## src/rtl/seq_decoder.sv

```systemverilog
// seq_decoder: multi-cycle Moore decoder. It fetches an instruction word, then an
// optional operand word, then runs an optional execute access. It drives the IP,
// IR, memory and raw-bus strobes, with a ready handshake, timed holds, a
// conditional branch, illegal-opcode flagging and recovery after a wait timeout.
module seq_decoder #(
    parameter int DATA_WIDTH = 8,
    parameter int BUS_CNT    = 2,
    parameter int WAIT_LIMIT = 16
) (
    input  logic                  clk,
    input  logic                  rst_n,
    input  logic [DATA_WIDTH-1:0] i_ir,
    input  logic                  i_mem_ready,
    input  logic                  i_condition,
    output logic                  o_memory_address_source,
    output logic                  o_memory_read_enable,
    output logic                  o_memory_write_enable,
    output logic                  o_hold_ip_flag,
    output logic                  o_reset_ip,
    output logic                  o_select_jump_address,
    output logic                  o_ir_enable,
    output logic [BUS_CNT-1:0]    o_raw_bus_ren,
    output logic [BUS_CNT-1:0]    o_raw_bus_wen,
    output logic                  o_illegal,
    output logic                  o_timeout,
    output logic [2:0]            o_state
);

    localparam int ARG_W  = DATA_WIDTH - 4;
    localparam int WCNT_W = $clog2(WAIT_LIMIT + 1);

    // Channel count widened by one bit so BUS_CNT == 2**ARG_W still compares correctly.
    localparam logic [ARG_W:0] BUS_CNT_L = BUS_CNT[ARG_W:0];
    localparam logic [WCNT_W-1:0] WAIT_LAST = WCNT_W'(WAIT_LIMIT - 1);

    localparam logic [3:0] OP_RESET = 4'd0;
    localparam logic [3:0] OP_NOP   = 4'd1;
    localparam logic [3:0] OP_HOLD  = 4'd2;
    localparam logic [3:0] OP_LOAD  = 4'd3;
    localparam logic [3:0] OP_WRITE = 4'd4;
    localparam logic [3:0] OP_READ  = 4'd5;
    localparam logic [3:0] OP_JUMP  = 4'd6;
    localparam logic [3:0] OP_BRAN  = 4'd7;

    typedef enum logic [2:0] {
        S_RESET   = 3'd0,
        S_FETCH   = 3'd1,
        S_DECODE  = 3'd2,
        S_OPERAND = 3'd3,
        S_EXEC    = 3'd4,
        S_HOLD    = 3'd5
    } state_t;

    state_t                  state_q, state_d;
    logic [DATA_WIDTH-1:0]   ir_q, ir_d;
    logic [ARG_W-1:0]        hold_q, hold_d;
    logic [WCNT_W-1:0]       wait_q, wait_d;
    logic                    cond_q, cond_d;
    logic                    illegal_q, illegal_d;
    logic                    timeout_q, timeout_d;

    logic [3:0]              op_q;
    logic [ARG_W-1:0]        arg_q;
    logic                    chan_ok;
    logic                    illegal_op;
    logic                    in_access;
    logic                    bus_rd_any;
    logic                    bus_wr_any;

    // The channel number is the argument field of the latched instruction.
    assign op_q       = ir_q[DATA_WIDTH-1 -: 4];
    assign arg_q      = ir_q[ARG_W-1:0];
    assign chan_ok    = ({1'b0, arg_q} < BUS_CNT_L);
    assign illegal_op = op_q[3] ||
                        (((op_q == OP_LOAD) || (op_q == OP_WRITE) || (op_q == OP_READ)) && !chan_ok);
    assign in_access  = (state_q == S_FETCH) || (state_q == S_OPERAND) || (state_q == S_EXEC);

    // State and datapath registers; reset forces S_RESET immediately.
    always_ff @(posedge clk or negedge rst_n) begin
        if (!rst_n) begin
            state_q   <= S_RESET;
            ir_q      <= '0;
            hold_q    <= '0;
            wait_q    <= '0;
            cond_q    <= 1'b0;
            illegal_q <= 1'b0;
            timeout_q <= 1'b0;
        end else begin
            state_q   <= state_d;
            ir_q      <= ir_d;
            hold_q    <= hold_d;
            wait_q    <= wait_d;
            cond_q    <= cond_d;
            illegal_q <= illegal_d;
            timeout_q <= timeout_d;
        end
    end

    // Next-state logic, including hold countdown and the wait-limit watchdog.
    always_comb begin
        state_d   = state_q;
        ir_d      = ir_q;
        hold_d    = hold_q;
        cond_d    = cond_q;
        illegal_d = 1'b0;
        timeout_d = 1'b0;
        wait_d    = '0;
        case (state_q)
            S_RESET: state_d = S_FETCH;
            S_FETCH: begin
                if (i_mem_ready) begin
                    ir_d    = i_ir;
                    state_d = S_DECODE;
                end
            end
            S_DECODE: begin
                cond_d = i_condition;
                if (illegal_op) begin
                    illegal_d = 1'b1;
                    state_d   = S_FETCH;
                end else begin
                    case (op_q)
                        OP_RESET: state_d = S_RESET;
                        OP_NOP:   state_d = S_FETCH;
                        OP_HOLD: begin
                            if (arg_q == '0) begin
                                state_d = S_FETCH;
                            end else begin
                                state_d = S_HOLD;
                                hold_d  = arg_q;
                            end
                        end
                        default:  state_d = S_OPERAND;
                    endcase
                end
            end
            S_OPERAND: begin
                if (i_mem_ready) begin
                    state_d = ((op_q == OP_WRITE) || (op_q == OP_READ)) ? S_EXEC : S_FETCH;
                end
            end
            S_EXEC: begin
                if (i_mem_ready) begin
                    state_d = S_FETCH;
                end
            end
            S_HOLD: begin
                hold_d = hold_q - 1'b1;
                if (hold_q == ARG_W'(1)) begin
                    state_d = S_FETCH;
                end
            end
            default: state_d = S_RESET;
        endcase
        // A completed access always leaves the state, so the counter restarts from zero.
        if (in_access && !i_mem_ready) begin
            if (wait_q == WAIT_LAST) begin
                state_d   = S_RESET;
                timeout_d = 1'b1;
            end else begin
                wait_d = wait_q + 1'b1;
            end
        end
    end

    // Moore output decode from state, latched opcode and latched condition.
    always_comb begin
        o_memory_address_source = 1'b0;
        o_memory_read_enable    = 1'b0;
        o_memory_write_enable   = 1'b0;
        o_hold_ip_flag          = 1'b0;
        o_reset_ip              = 1'b0;
        o_select_jump_address   = 1'b0;
        o_ir_enable             = 1'b0;
        bus_rd_any              = 1'b0;
        bus_wr_any              = 1'b0;
        case (state_q)
            S_RESET: o_reset_ip = 1'b1;
            S_FETCH: begin
                o_memory_read_enable = 1'b1;
                o_ir_enable          = 1'b1;
            end
            S_DECODE: o_hold_ip_flag = 1'b1;
            S_OPERAND: begin
                o_memory_read_enable = 1'b1;
                case (op_q)
                    OP_LOAD:           bus_rd_any            = 1'b1;
                    OP_WRITE, OP_READ: o_ir_enable           = 1'b1;
                    OP_JUMP:           o_select_jump_address = 1'b1;
                    OP_BRAN:           o_select_jump_address = cond_q;
                    default:           ;
                endcase
            end
            S_EXEC: begin
                o_memory_address_source = 1'b1;
                o_hold_ip_flag          = 1'b1;
                if (op_q == OP_WRITE) begin
                    o_memory_write_enable = 1'b1;
                    bus_wr_any            = 1'b1;
                end else if (op_q == OP_READ) begin
                    o_memory_read_enable = 1'b1;
                    bus_rd_any           = 1'b1;
                end
            end
            S_HOLD: o_hold_ip_flag = 1'b1;
            default: ;
        endcase
    end

    // One-hot channel strobes; an out-of-range channel never reaches a bus state.
    generate
        for (genvar gi = 0; gi < BUS_CNT; gi++) begin : g_bus
            assign o_raw_bus_ren[gi] = bus_rd_any && (arg_q == ARG_W'(gi));
            assign o_raw_bus_wen[gi] = bus_wr_any && (arg_q == ARG_W'(gi));
        end
    endgenerate

    assign o_illegal = illegal_q;
    assign o_timeout = timeout_q;
    assign o_state   = state_q;

endmodule

```

## config.mk

```make
export PLATFORM = sky130hd
export DESIGN_NAME = seq_decoder
export DESIGN_NICKNAME = d
export VERILOG_FILES = /design/src/rtl/seq_decoder.sv
export SDC_FILE = /design/constraint.sdc
export NUM_CORES = 1
export LEC_CHECK = 0
export CAP_MARGIN = 30
export CORE_ASPECT_RATIO = 0.9
export CORE_MARGIN = 1.5
export CORE_UTILIZATION = 50
export DETAILED_ROUTE_END_ITERATION = 12
export HOLD_SLACK_MARGIN = 0.15
export PLACE_DENSITY_LB_ADDON = 0.08
export RECOVER_POWER = 100
export SYNTH_ARGS = -nofsm -noshare
export SYNTH_HDL_FRONTEND = slang
export SYNTH_SLANG_ARGS = --single-unit
```

## constraint.sdc

```tcl
create_clock -name clk -period 2.28 [get_ports clk]
set_clock_uncertainty 0.1 [all_clocks]
set_input_delay 0.57 -clock clk [delete_from_list [all_inputs] [get_ports clk]]
set_output_delay 0.57 -clock clk [all_outputs]
set_load 0.02 [all_outputs]
```

; Word level (Yosys, flattened, before mapping)
; Index checks and enable logic that the tools add are counted.
[op_classes]
multipliers = 0
shifts = 0
n_eq_ne = 18
n_reduce_logical = 23
addsub = 2
magnitude_cmp = 1
n_bitwise = 0
n_mux = 35
div = 0
[ops]
columns = op, count
row1 = $mux 3, 9
row2 = $pmux 3 s6, 1
row3 = $eq 4x3->1 const B, 4
row4 = $mux 1, 14
row5 = $eq 4x1->1 const B, 3
row6 = $mux 4, 3
row7 = $mux 5, 2
row8 = $pmux 3 s3, 1
row9 = $eq 4x2->1 const B, 2
row10 = $logic_not 4->1, 2
row11 = $pmux 1 s2, 4
row12 = $pmux 4 s2, 1
row13 = $eq 3x2->1 const B, 2
row14 = $eq 3x3->1 const B, 2
row15 = $logic_and 1x1->1, 6
row16 = $logic_or 1x1->1, 6
row17 = $ne 2x2->1 const B, 3
row18 = $add 5x1->5 const B, 1
row19 = $eq 5x4->1 const B, 1
row20 = $lt 4x2->1 const B, 1
row21 = $reduce_and 4->1, 1
row22 = $reduce_or 2->1, 2
row23 = $sub 4x1->4 const B, 1
row24 = $eq 3x1->1 const B, 1
row25 = other kinds (5), 6
[totals]
inputBits = 12
output_inout_bits = 16
elab_cells = 86
reg_bits = 23
ramBits = 0
latch_bits = 0
memories = 0
mem_bits_ro = 0

; Logic depth before layout (Yosys ltp)
; Gate-level depths: netlist of the first run.
[depth]
ltp_word = 9
ltp_mapped = 6
mapped_depth_nobuf = 5

; Worst setup path before layout of the first run
; No wires, ideal clock.
[synth_timing]
kind = flip-flop to output port
from = reg state_q[2] (netlist: o_state[2])
to = out o_raw_bus_wen[0]
path_stages_with_launch = 5
arrival_time_ps = 1752
slack_ps = -142
path_cell_list = dfrtp_1 -> or3b_4 -> inv_1 -> nand2_1 -> nor3_1
[synth_via]
elab_chain_cells = 3
[synth_lines]
columns = item, line
row1 = from (decl), 54  ; state_t state_q, state_d;
row2 = from (signal assigned), 89  ; state_q <= state_d;
row3 = $eq 3x3->1, 177  ; case (state_q)
row4 = $mux 1, 177
row5 = $logic_and 1x1->1, 214  ; assign o_raw_bus_wen[gi] = bus_wr_any && (arg_q == ARG_W'(gi));
row6 = to (decl), 23  ; output logic [BUS_CNT-1:0] o_raw_bus_wen,
; No other way between the ends.

; Worst setup path after layout of the first run
[layout_timing]
from = reg state_q[0] (netlist: o_state[0])
to = out o_raw_bus_ren[0]
[layout_via]
elab_chain_cells = 3
word_cells_on_any_way = 4
cone_classes = eq/ne: 2 / mux: 1 / reduce/logical: 1
[layout_lines]
columns = item, line
row1 = $eq 3x3->1 / $eq 3x2->1 (equally long branches), 177
row2 = $pmux 1 s2 *, 177
row3 = $logic_and 1x1->1 *, 213  ; assign o_raw_bus_ren[gi] = bus_rd_any && (arg_q == ARG_W'(gi));
row4 = to (decl), 22  ; output logic [BUS_CNT-1:0] o_raw_bus_ren,
; Mark *: on every way between the ends. The rest lies on a longest branch, timed or not.

==> impl_metrics.json, run 1 <==
{
  "outcome": "finished with violations",
  "violations": "setup timing",
  "ctsLongestPathBuffers": 2,
  "clkTransAtPathRegs_ns": 0.14,
  "path_cells": "or3b_4, o22ai_2, nand3_2, nor2_1, buf_4",
  "period_needed_ns": 2.320,
  "rsz0062_at_grt": "true",
  "grt_pass1_wl_um": 5368,
  "wl_per_cell_um": 14.45,
  "critPathMaxFanout": 3,
  "postSynthCellCount": 144,
  "syn_area_um2": 1331,
  "max_stage_delay_ns": 0.42,
  "clk_latency_ns": 0.33,
  "ys_top_cells_by_area": "dfrtp_1 (43%), o21ai_0 (4.5%), nor2_1 (4.2%), nand2_1 (3.9%), mux2_2 (3.4%)",
  "dp_hpwl_um": 2405,
  "layout.nets": 209,
  "max_freq_ghz": 0.4309,
  "die_w_um": 57.39,
  "coreArea_um2": 2489,
  "path_buf_inv": 1,
  "clock-root-buffer": "clkbuf_4",
  "rr_startpoint": "o_state[2]$_DFF_PN0_",
  "numCtsBuffers": 3,
  "hold_start": "wait_q[0]$_DFF_PN0_",
  "r2r_setup_slack_ns": 0.37,
  "slew_headroom_pct": 18.65,
  "vdd_ir_drop_max_uv": 696.1,
  "drc": 0,
  "drive_above_1_share_pct": 30.57,
  "maxCapViolations": 0,
  "grt_usage_pct": 24.05,
  "synth_cell_types": 40,
  "cp_slowest_cell": "or3b_4",
  "vias": 1245,
  "hold_violations": 0,
  "cts_tree": "yes",
  "crit_required_ns": 1.61,
  "cp_top_family": "simple AND/OR/NAND/NOR gates",
  "io_pins": 28,
  "first_pass_iters": 6,
  "portBuffers": 27,
  "synth.avg_cell_area_um2": 9.245,
  "drtIter0Drc": 15,
  "power_density_nw_per_um2": 1162,
  "yosys.area.top_type_share_pct": 43.23,
  "grt_overflow": 0,
  "layout_setup_ws_ns": -0.04046,
  "antenna_cells": 0,
  "yosysWarningCount": 0,
  "antenna_left": 0,
  "synth_edf_count": 0,
  "area_growth_pct": 38.91,
  "initial_core_util_pct": 53.49,
  "maxSlewViolCount": 0,
  "hold_class": "reg -> reg",
  "criticalPathCategory": "reg -> out",
  "end_kind": "output port",
  "h-tree-depth": 1,
  "antenna_found_initial": 0,
  "hold_buffers": 0,
  "synth.largest_area_cell": "dfrtp_1",
  "synth_top_flop_cell": "dfrtp_1",
  "whs_ns": 0.3783,
  "grt_pass1_vias": 1166,
  "fin_tns_setup_ns": -0.1271,
  "leakage_nw": 0.8730,
  "total_power_mw": 2.149,
  "ys_ff_latch": 23,
  "start_kind": "flop",
  "clock_sinks": 23,
  "yosysMostFrequentCell": "dfrtp_1",
  "gp_congestion": 0.8150,
  "via_per_inst": 5.633,
  "setup.worst_path.start": "o_state[0]$_DFF_PN0_",
  "postCtsSetupBuffers": 0,
  "grt_max_degree": 24,
  "cp.arrival_ns": 1.65,
  "synth_nets": 159,
  "fin_crit_sh_pct": 101.8,
  "dieArea_um2": 2981,
  "drt_wl_total_um": 3193,
  "setup_viol": 4,
  "synthArstFlopShare_pct": 100.0,
  "synth_common_cells": "dfrtp_1 (23), nor2_1 (15), nand2_1 (14)",
  "synth-seq-area-share_pct": 43.23,
  "tightest_slew_ns": 1.220,
  "rows": 17,
  "die_h_um": 51.95
}
[through the flow]
step	setup WS [ns]	utilization (%)	std cells	area [µm²]
2_1_floorplan	-0.1418	-	144	1331
3_3_place_gp	-0.1432	71.74	217	1785
3_5_place_dp	-0.1701	71.74	217	1785
4_1_cts	-0.09697	72.85	221	1813
5_1_grt	-0.1076	74.31	221	1849
6_report	-0.04046	74.31	221	1849
[routing by layer]
layer | GRT usage [%] | vias to the layer above | routed length, µm
li1 | - | 606 | -
met1 | 31.07 | 606 | 1537
met2 | 38.83 | 25 | 1460
met3 | 6.716 | 8 | 133
met4 | 8.140 | 0 | 62
met5 | 0 | - | 0
[power breakdown]
part	total [mW]	leakage [nW]	internal (mW)	switching, mW
logic	1.27	0.571	0.605	0.668
registers	0.668	0.288	0.555	0.113
clock network	0.209	0.0139	0.0673	0.141
total	2.15	0.873	1.23	0.922
[flip-flops by register name (all words and copies together) (netlist names)]
register and count:
wait_q 5, o_illegal 1, hold_q 4, o_timeout 1, cond_q 1, ir_q 8, o_state 3
[worst paths after layout]
kind / endpoint / cells after the start
setup / recovery: o_raw_bus_ren[0] / 5
hold / removal: wait_q[0]$_DFF_PN0_ / 1
setup reg to reg: ir_q[1]$_DFFE_PN0P_ / 5
max in group asynchronous: wait_q[4]$_DFF_PN0_ / 2
min in group asynchronous: hold_q[3]$_DFFE_PN0P_ / 2
hold reg to reg: wait_q[0]$_DFF_PN0_ / 1
[layout make-up]
| type | instances | area (µm²) |
|---|---|---|
| multi-input combinational | 106 | 750.7 |
| fill | 189 | 639.4 |
| sequential | 23 | 575.6 |
| timing repair buffer | 52 | 427.9 |
| tap | 28 | 35.03 |
| inverter | 8 | 30.03 |
| clock buffer | 3 | 22.52 |
| clock inverter | 1 | 7.507 |
[what timing repair did]
action / in CTS / in global routing
endpoints found under the setup margin: 11 / 12
resized for setup: 57 / 15
pin swaps: 1 / 2
[cells in the final DEF (no fill, tap or decap), types with 3 or more instances in the layout]
| master | count |
|---|---|
| dfrtp_1 | 23 |
| nand2b_1 | 3 |
| buf_4 | 28 |
| clkbuf_4 | 3 |
| ha_1 | 3 |
| nor2_1 | 14 |
| nand2_1 | 13 |
| nor3_1 | 3 |
| mux2_2 | 4 |
| a21oi_1 | 8 |
| o21ai_0 | 11 |
| nand3_1 | 3 |
| o22ai_1 | 3 |
| buf_2 | 3 |
| inv_1 | 7 |
| clkdlybuf4s50_1 | 14 |
| a21o_1 | 3 |
| nor3_2 | 3 |
[cells by family (layout without fill, tap and decap cells)]
kind of cell | count (synthesis) | count (layout) | share of synthesized area [%]
compound gates | 37 | 37 | 18.98
xor+xnor | 2 | 2 | 1.316
simple gates | 58 | 58 | 23.12
mux | 6 | 6 | 5.357
buf+inv | 15 | 64 | 5.169
flops | 23 | 23 | 43.23
fa+ha+maj | 3 | 3 | 2.820
Power figures use the tool's default switching activity.
==> run 2, diff against run 1 <==
--- a/config.mk
+++ b/config.mk
@@ -6,13 +6,16 @@
 export NUM_CORES = 1
 export LEC_CHECK = 0
 export CAP_MARGIN = 30
+export CELL_PAD_IN_SITES_DETAIL_PLACEMENT = 1
+export CELL_PAD_IN_SITES_GLOBAL_PLACEMENT = 2
 export CORE_ASPECT_RATIO = 0.9
 export CORE_MARGIN = 1.5
-export CORE_UTILIZATION = 50
+export CORE_UTILIZATION = 30
 export DETAILED_ROUTE_END_ITERATION = 12
 export HOLD_SLACK_MARGIN = 0.15
 export PLACE_DENSITY_LB_ADDON = 0.08
 export RECOVER_POWER = 100
+export SKIP_LAST_GASP = 1
 export SYNTH_ARGS = -nofsm -noshare
 export SYNTH_HDL_FRONTEND = slang
 export SYNTH_SLANG_ARGS = --single-unit
==> run 2 against run 1 <==
The flow now finishes without violations. Clock-buffer cell count increased by 1. Wire length increased by 26%. Design area increased by 0.61%. Sequential share of layout area decreased by 0.19 points. Register-to-register slack got worse by 0.29 ns. Hold slack got worse by 0.012 ns. Non-clock buffer count increased by 3. Die area increased by 63%. Sequential power increased by 1%. Critical endpoint unchanged. Largest power group unchanged. Highest routed layer unchanged.
==> impl_metrics.json, run 2 (synthesis results as in run 1) <==
{
  "cts_tree": "yes",
  "grt_pass1_wl_um": 6851,
  "top_register": "ir_q",
  "drtIter0Drc": 65,
  "layout_setup_ws_ns": 0.02593,
  "grt_usage_pct": 18.92,
  "portBuffers": 27,
  "design_area_um2": 1861,
  "clk_latency_ns": 0.26,
  "grt_overflow": 0,
  "top_regs": "ir_q: 8 flops, wait_q: 5 flops, hold_q: 4 flops",
  "crit_end": "o_raw_bus_ren[0]",
  "dieArea_um2": 4847,
  "drive_above_1_share_pct": 28.57,
  "p_sw_share_pct": 42.14,
  "antenna_found_initial": 0,
  "via_per_inst": 4.848,
  "layout_commonest_cell": "buf_4",
  "met1_length_um": 1992,
  "clkTransAtPathRegs_ns": 0.08,
  "outcome": "completed",
  "clock_sinks": 23,
  "rr_startpoint": "o_state[2]$_DFF_PN0_",
  "antenna_left": 0,
  "ctsLongestPathBuffers": 2,
  "critPathMaxFanout": 3,
  "power_frac_seq_pct": 31.0,
  "p_sw_mw": 0.9199,
  "setup_viol": 0,
  "largest_register_ffs": 8,
  "drc": 0,
  "vias": 1241,
  "max_stage_delay_ns": 0.42,
  "gp_congestion": 0.7956,
  "hold_class": "reg -> reg",
  "r2r_cells": 7,
  "hold_violations": 0,
  "first_pass_iters": 4,
  "wl_per_cell_um": 15.66,
  "slew_headroom_pct": 10.66,
  "coreArea_um2": 4156,
  "cp.arrival_ns": 1.58,
  "grt_pass1_vias": 1332,
  "dp_hpwl_um": 3108,
  "final_cell_mix": "buf_4 (26), dfrtp_1 (23), nor2_1 (14)",
  "combinationalPowerShare_pct": 57.3,
  "die_w_um": 73.22,
  "path_cells": "or3b_4, o22ai_2, nand3_2, nor2_1, buf_4",
  "wl_met3_um": 124,
  "layout.nets": 212,
  "leakage_nw": 0.8618,
  "initial_core_util_pct": 32.03,
  "dr_wl_met2_um": 1838,
  "numCtsBuffers": 3,
  "antenna_cells": 0,
  "p_int_mw": 1.263,
  "r2r_end": "o_state[0]$_DFF_PN0_",
  "power_density_nw_per_um2": 1173,
  "r2r_setup_slack_ns": 0.08,
  "die_h_um": 66.20,
  "cp_slowest_cell": "or3b_4",
  "clkPwrFrac_pct": 11.7,
  "max_freq_ghz": 0.4436,
  "rows": 22,
  "tightest_slew_ns": 1.340,
  "post_dp_cell_area_um2": 1848,
  "final.fill_count": 497,
  "setup.worst_path.start": "o_state[1]$_DFF_PN0_",
  "top_layer": "met4",
  "h-tree-depth": 1,
  "clock-root-buffer": "clkbuf_8",
  "area_growth_pct": 39.76,
  "vdd_ir_drop_max_uv": 408.8,
  "end_kind": "output port",
  "rsz0062_at_grt": "true",
  "period_needed_ns": 2.254,
  "fin_crit_sh_pct": 98.86,
  "io_pins": 28,
  "drt_wl_total_um": 4008,
  "criticalPathCategory": "reg -> out",
  "crit_required_ns": 1.61,
  "grt_max_degree": 24,
  "maxSlewViolCount": 0,
  "maxCapViolations": 0,
  "preCtsSetupSlack_ns": -0.2540,
  "start_kind": "flop"
}
==> run 2: changes by cell type in the layout (fill, tap and decap cells not counted), sizes merged <==
cell,change
clkdlybuf4s15,-1
clkbuf,+5
dlymetal6s2s,-1
buf,-1
dlygate4sd2,+1
clkdlybuf4s50,-1
dlygate4sd3,+2
clkinvlp,-1
==> run 2: what timing repair did <==
item | CTS | global route
resized for setup | 44 | 17
buffers inserted | 0 | 0
setup endpoints to repair | 11 | 9
pin swaps | 5 | 1
hold buffers | 0 | 0
==> run 2: worst min path at each step <==
stage                   startpoint                   to  slack (ns)  depth (start not counted)
2_1_floorplan                rst_n   cond_q$_DFFE_PN0P_        0.17                          0
3_3_place_gp   wait_q[0]$_DFF_PN0_  wait_q[0]$_DFF_PN0_        0.35                          1
3_5_place_dp   wait_q[0]$_DFF_PN0_  wait_q[0]$_DFF_PN0_        0.36                          1
4_1_cts        wait_q[0]$_DFF_PN0_  wait_q[0]$_DFF_PN0_        0.37                          1
5_1_grt        wait_q[0]$_DFF_PN0_  wait_q[0]$_DFF_PN0_        0.41                          1
6_report       wait_q[0]$_DFF_PN0_  wait_q[0]$_DFF_PN0_        0.37                          1
==> run 2: power groups by stage <==
stage | logic [mW] | registers (mW) | clock network [mW]
after floorplan | 0.640 | 0.707 | 0
after global routing | 1.39 | 0.702 | 0.291
after detailed placement | 1.30 | 0.679 | 0
after global placement | 1.27 | 0.666 | 0
after CTS | 1.30 | 0.674 | 0.269
final | 1.25 | 0.677 | 0.255
==> run 2: layout make-up <==
class	count	area [µm²]	share of cell area (%)
Multi-Input combinational cell	106	708.2	38.06
Sequential cell	23	575.6	30.93
Timing Repair Buffer	55	426.7	22.93
Tap cell	60	75.07	4.035
Clock buffer	4	45.04	2.421
Inverter	8	30.03	1.614
==> run 2: per-stage QoR <==
step           std cells  hold WS, ns  TNS, ns  power [mW]  utilization [%]
3_5_place_dp         252       0.3612   -1.280       1.976            44.46
2_1_floorplan        144       0.1744  -0.4158       1.346                -
4_1_cts              256       0.3729  -0.2018       2.242            45.48
3_3_place_gp         252       0.3478  -0.9054       1.935            44.46
6_report             256       0.3662        0       2.183            44.76
5_1_grt              256       0.4080  -0.6730       2.384            44.76
==> run 2: layer usage <==
metal | global-route usage (%) | vias to the layer above
met5 | 0 | -
met4 | 5.896 | 0
met3 | 3.963 | 6
met2 | 29.55 | 25
met1 | 26.01 | 599
li1 | - | 611
==> run 2: critical path: cells and delay by family (launching register included) <==
kind / cells / cell delay (ns)
DFF: 1 / 0.38
and+or+nand+nor: 3 / 0.64
AOI/OAI and AO/OA: 1 / 0.16
buffers and inverters: 1 / 0.15
